===== src/rtl/key_event_scheduler.sv =====
// Two-source key event scheduler: per-source edge detect and FIFO,
// round-robin sharing of one valid/accept output channel.
module key_event_scheduler #(
  parameter  int DEPTH = 4,
  parameter  int CW    = 8,
  localparam int AW    = $clog2(DEPTH),
  localparam int NW    = AW + 1
) (
  input  logic          clk,
  input  logic          reset,
  input  logic [CW-1:0] a_code,
  input  logic          a_ready,
  input  logic [CW-1:0] b_code,
  input  logic          b_ready,
  output logic [CW-1:0] out_code,
  output logic          out_src,
  output logic          out_valid,
  input  logic          out_accept,
  output logic          a_drop,
  output logic          b_drop,
  output logic [NW-1:0] a_count,
  output logic [NW-1:0] b_count
);

  typedef enum logic {
    IDLE,
    PRESENT
  } state_t;

  state_t state, state_nx;

  logic [CW-1:0] mem_a [DEPTH];
  logic [CW-1:0] mem_b [DEPTH];
  logic [AW-1:0] wp_a, rp_a;
  logic [AW-1:0] wp_b, rp_b;
  logic [NW-1:0] cnt_a, cnt_b;
  logic prev_a, prev_b;
  logic last_grant;

  logic ev_a, ev_b;
  logic ne_a, ne_b;
  logic full_a, full_b;
  logic push_a, push_b;
  logic rej_a, rej_b;
  logic take, pop, sel_b;
  logic pop_a, pop_b;

  assign ev_a   = a_ready & ~prev_a & (a_code != '0);
  assign ev_b   = b_ready & ~prev_b & (b_code != '0);
  assign ne_a   = cnt_a != '0;
  assign ne_b   = cnt_b != '0;
  assign full_a = cnt_a == NW'(DEPTH);
  assign full_b = cnt_b == NW'(DEPTH);

  // A same-cycle pop frees a slot, so a full FIFO can still take the push.
  assign push_a = ev_a & (~full_a | pop_a);
  assign push_b = ev_b & (~full_b | pop_b);
  assign rej_a  = ev_a & ~push_a;
  assign rej_b  = ev_b & ~push_b;

  assign pop_a  = pop & ~sel_b;
  assign pop_b  = pop & sel_b;

  always_comb begin
    state_nx = state;
    take     = 1'b0;
    sel_b    = ne_b & (~ne_a | ~last_grant);
    unique case (state)
      IDLE:    take = 1'b1;
      PRESENT: take = out_accept;
      default: take = 1'b0;
    endcase
    pop = take & (ne_a | ne_b);
    unique case (state)
      IDLE:
        if (pop) state_nx = PRESENT;
      PRESENT:
        if (out_accept && !pop) state_nx = IDLE;
      default:
        state_nx = IDLE;
    endcase
  end

  always_ff @(posedge clk or posedge reset) begin
    if (reset) begin
      state      <= IDLE;
      prev_a     <= 1'b0;
      prev_b     <= 1'b0;
      last_grant <= 1'b1;
      out_code   <= '0;
      out_src    <= 1'b0;
      a_drop     <= 1'b0;
      b_drop     <= 1'b0;
    end else begin
      state  <= state_nx;
      prev_a <= a_ready;
      prev_b <= b_ready;
      a_drop <= rej_a;
      b_drop <= rej_b;
      if (pop) begin
        last_grant <= sel_b;
        out_src    <= sel_b;
        out_code   <= sel_b ? mem_b[rp_b]
                            : mem_a[rp_a];
      end
    end
  end

  always_ff @(posedge clk or posedge reset) begin
    if (reset) begin
      wp_a  <= '0;
      rp_a  <= '0;
      cnt_a <= '0;
    end else begin
      if (push_a) wp_a <= wp_a + 1'b1;
      if (pop_a)  rp_a <= rp_a + 1'b1;
      unique case ({push_a, pop_a})
        2'b10:   cnt_a <= cnt_a + 1'b1;
        2'b01:   cnt_a <= cnt_a - 1'b1;
        default: cnt_a <= cnt_a;
      endcase
    end
  end

  always_ff @(posedge clk or posedge reset) begin
    if (reset) begin
      wp_b  <= '0;
      rp_b  <= '0;
      cnt_b <= '0;
    end else begin
      if (push_b) wp_b <= wp_b + 1'b1;
      if (pop_b)  rp_b <= rp_b + 1'b1;
      unique case ({push_b, pop_b})
        2'b10:   cnt_b <= cnt_b + 1'b1;
        2'b01:   cnt_b <= cnt_b - 1'b1;
        default: cnt_b <= cnt_b;
      endcase
    end
  end

  always_ff @(posedge clk) begin
    if (push_a) mem_a[wp_a] <= a_code;
    if (push_b) mem_b[wp_b] <= b_code;
  end

  assign out_valid = state == PRESENT;
  assign a_count   = cnt_a;
  assign b_count   = cnt_b;

endmodule


===== config.mk =====
export PLATFORM = sky130hd
export DESIGN_NAME = key_event_scheduler
export DESIGN_NICKNAME = d
export VERILOG_FILES = /design/src/rtl/key_event_scheduler.sv
export SDC_FILE = /design/constraint.sdc
export NUM_CORES = 1
export LEC_CHECK = 0
export ABC_AREA = 1
export CAP_MARGIN = 25
export CORE_ASPECT_RATIO = 2
export CORE_UTILIZATION = 49
export CTS_CLUSTER_DIAMETER = 40
export DETAILED_ROUTE_END_ITERATION = 12
export MAX_ROUTING_LAYER = met4
export PLACE_DENSITY = 0.7
export SETUP_SLACK_MARGIN = 0.5
export SYNTH_ARGS = -nofsm -noshare
export SYNTH_HDL_FRONTEND = slang
export SYNTH_SLANG_ARGS = --single-unit

===== constraint.sdc =====
create_clock -name clk -period 1.98 [get_ports clk]
set_input_delay 0.297 -clock clk [delete_from_list [all_inputs] [get_ports clk]]
set_output_delay 0.297 -clock clk [all_outputs]
set_load 0.005 [all_outputs]

==> out/qor.yml <==
outcome:
  status: "complete, no violations"
detailed_routing:
  vias: 2890
  routedWlPerCell_um: 15.9
  totalWireLength_um: 8950
  postRouteAntennaNets: 0
  drt_iter0_markers: 164
  viasPerCell: 5.13
  drt_first_pass_iters: 4
  route.detailed.drc: 0
setup_path:
  cp_max_fo: 3
  path_delay_family: "simple AND/OR/NAND/NOR gates"
  worst_r2r_path_depth: 13
  crit_arrival_ns: 2.02
  crit_type: "reg2reg"
  crit_buf_inv: 3
  crit_path_cell_trace: "nor2_4 > nand2_4 > nand2_4 > nand3_4 > clkinv_4 > nand2_4 > fa_2 > inv_2 > nand4_1 > nand2_1 > nand2_1 > nand2_1 > inv_1"
  r2r_setup_slack_ns: 0.20
  worst_ep_required_time_ns: 2.22
  startpoint: "a_count[1]"
  crit_path_start_kind: "flip-flop"
  r2r_end: "b_count[2]"
  cp-end-kind: "flip-flop"
  max_stage_delay_ns: 0.41
  reg2reg_from: "a_count[1]"
  critical_path.slowest_cell: "dfrtp_1"
cells_and_area:
  nets: 493
  n_antenna_cell: 0
  drive_above_1_share: 0.291
  fin_cells: 563
  final_area_um2: 5570
  area_growth_pct: 39.1
synthesis:
  ys_ff_latch: 93
  yosys-top-cells-area: "edfxtp_1 48%, dfrtp_1 17%, nor2_1 5.7%"
  synthTopCellsByCount: "64 x edfxtp_1, 61 x nor2_1, 48 x nand2_1, 31 x inv_1, 31 x o21ai_0"
  synth_flop_cell: "edfxtp_1"
  yosysWarnings: 0
  synth.most_common_cell: "edfxtp_1"
  synth.distinct_cells: 31
  syn_area_um2: 4010
  synth_top_area_share: 0.480
  yosysTopAreaCell: "edfxtp_1"
  ys_async_sr_fraction: 0.312
  syn-num-nets: 384
  syn_inst: 353
  synth_edf_count: 64
  ys_seq_area_frac: 0.661
  syn_area_per_cell_um2: 11.4
die:
  fp.dieW_um: 66.0
  initial_core_util: 0.505
  io_pins: 39
  core.rowCount: 46
  die_y_um: 130
  core_um2: 7940
  die_area_um2: 8570
job:
  cap_violations: 0
clock_tree:
  clock-sinks: 93
  clk_pin_slew_ns: 0.06
  tritoncts: "built"
  clockBufferDepth: 2
  cts_hold_repair.buffers: 0
  root_buffer: "clkbuf_16"
  worstSkewPairLatency_ns: 0.34
  cts_buffers: 9
  h-tree-depth: 3
hold_path:
  holdPathStages: 1
  whs_endpoint: "prev_b"
  hp-class: "in2reg"
  hp-start: "b_ready"
placed_design:
  dpl.cell_count: 520
  io_buffers: 38
  gp_congestion: 0.824
  dpl.hpwl_um: 6090
  dpl-instance-area_um2: 4880
  dp_slack_ns: -0.229
power:
  ir_drop_uv: 892
  leakagePower_uw: 0.00238
  p_per_area_nw_per_um2: 1390
  p_total_uw: 7760
global_routing:
  overflow: 0
  antenna_found_initial: 0
  first_global_vias: 2861
  grtUsageTotal: 0.236
  grt_first_pass_wirelength_um: 14100
  grt_max_degree: 30
sta:
  min_period_ns: 1.78
  max_slew_margin: 0.661
  finalSetupTns_ns: 0
  skew_ns: 0.00843
  max_slew.worst_pin.slew_ns: 0.508
  drv_slew: 0
  hold_violations: 0
  max_freq_mhz: 561
  layout_worst_path_cycle_share: 0.901
  setup_ws_ns: 0.196
  finalSetupViolCount: 0
  rsz0062_at_grt: "true"
==> per-layer routing <==
metal	routed length [µm]	GRT usage
met1	3140	0.236
met4	272	0.128
met3	257	0.0280
met2	5290	0.430
met5	0	-
==> report_power, final <==
part / leakage, µW / total (µW) / internal (µW) / switching, µW
Combinational: 0.00129 / 3050 / 1340 / 1710
Sequential: 0.000924 / 2770 / 2500 / 268
Clock: 0.000163 / 1950 / 1230 / 715
==> cell usage in the layout, fill, tap and decap left out, types with 6 or more instances in the layout <==
| cell type | n |
|---|---|
| nor2_1 | 44 |
| buf_12 | 6 |
| inv_1 | 27 |
| nor2_2 | 9 |
| dlygate4sd2_1 | 30 |
| o21ai_0 | 31 |
| nor2_4 | 9 |
| nand2_2 | 6 |
| dfrtp_1 | 28 |
| nand2_1 | 46 |
| buf_4 | 56 |
| o22ai_1 | 15 |
| clkbuf_16 | 9 |
| xor2_1 | 6 |
| ha_1 | 8 |
| nand3_1 | 16 |
| edfxtp_1 | 64 |
| buf_6 | 6 |
==> cells by family (layout without fill, tap and decap cells) <==
logic type / after synthesis / after routing / synth area share
flops: 93 / 93 / 0.661
xor+xnor: 7 / 7 / 0.0172
simple gates: 146 / 146 / 0.170
fa+ha+maj: 10 / 10 / 0.0350
compound gates: 53 / 53 / 0.0724
buf+inv: 44 / 158 / 0.0446
==> stage by stage <==
stage	util	hold slack, ns
final	0.702	0.199
after detailed placement	0.615	0.466
after floorplan	-	0.328
after global routing	0.702	0.205
after global placement	0.615	0.464
after CTS	0.686	0.194
==> timing repair <==
item,4_1_cts,5_1_grt
gates resized for setup,55,16
buffers inserted,18,9
pin swaps,17,5
gates cloned,0,0
setup endpoints to repair,90,91
==> worst max path at each step <==
stage	end	slack, ns	depth (start not counted)
after floorplan	b_count[2]	0.23	13
after global placement	a_count[1]	-0.17	10
after detailed placement	a_count[2]	-0.23	12
after CTS	b_count[2]	0.21	13
after global routing	b_count[2]	0.12	13
final	b_count[2]	0.20	13
==> sequential cells by signal, indices dropped and copies added (netlist names), 2 cells and up <==
name / count
wp_a: 2
rp_a: 2
mem_a: 32
rp_b: 2
b_count: 3
wp_b: 2
out_code: 8
mem_b: 32
a_count: 3
==> area by class of cell <==
| type | instances | area (µm²) |
|---|---|---|
| clock buffer | 10 | 229 |
| clock inverter | 6 | 111 |
| fill | 571 | 2370 |
| inverter | 36 | 154 |
| multi-input combinational | 216 | 1350 |
| sequential | 93 | 2650 |
| tap | 96 | 120 |
| timing repair buffer | 106 | 956 |
No activity file was read; power rests on OpenSTA's default activity.
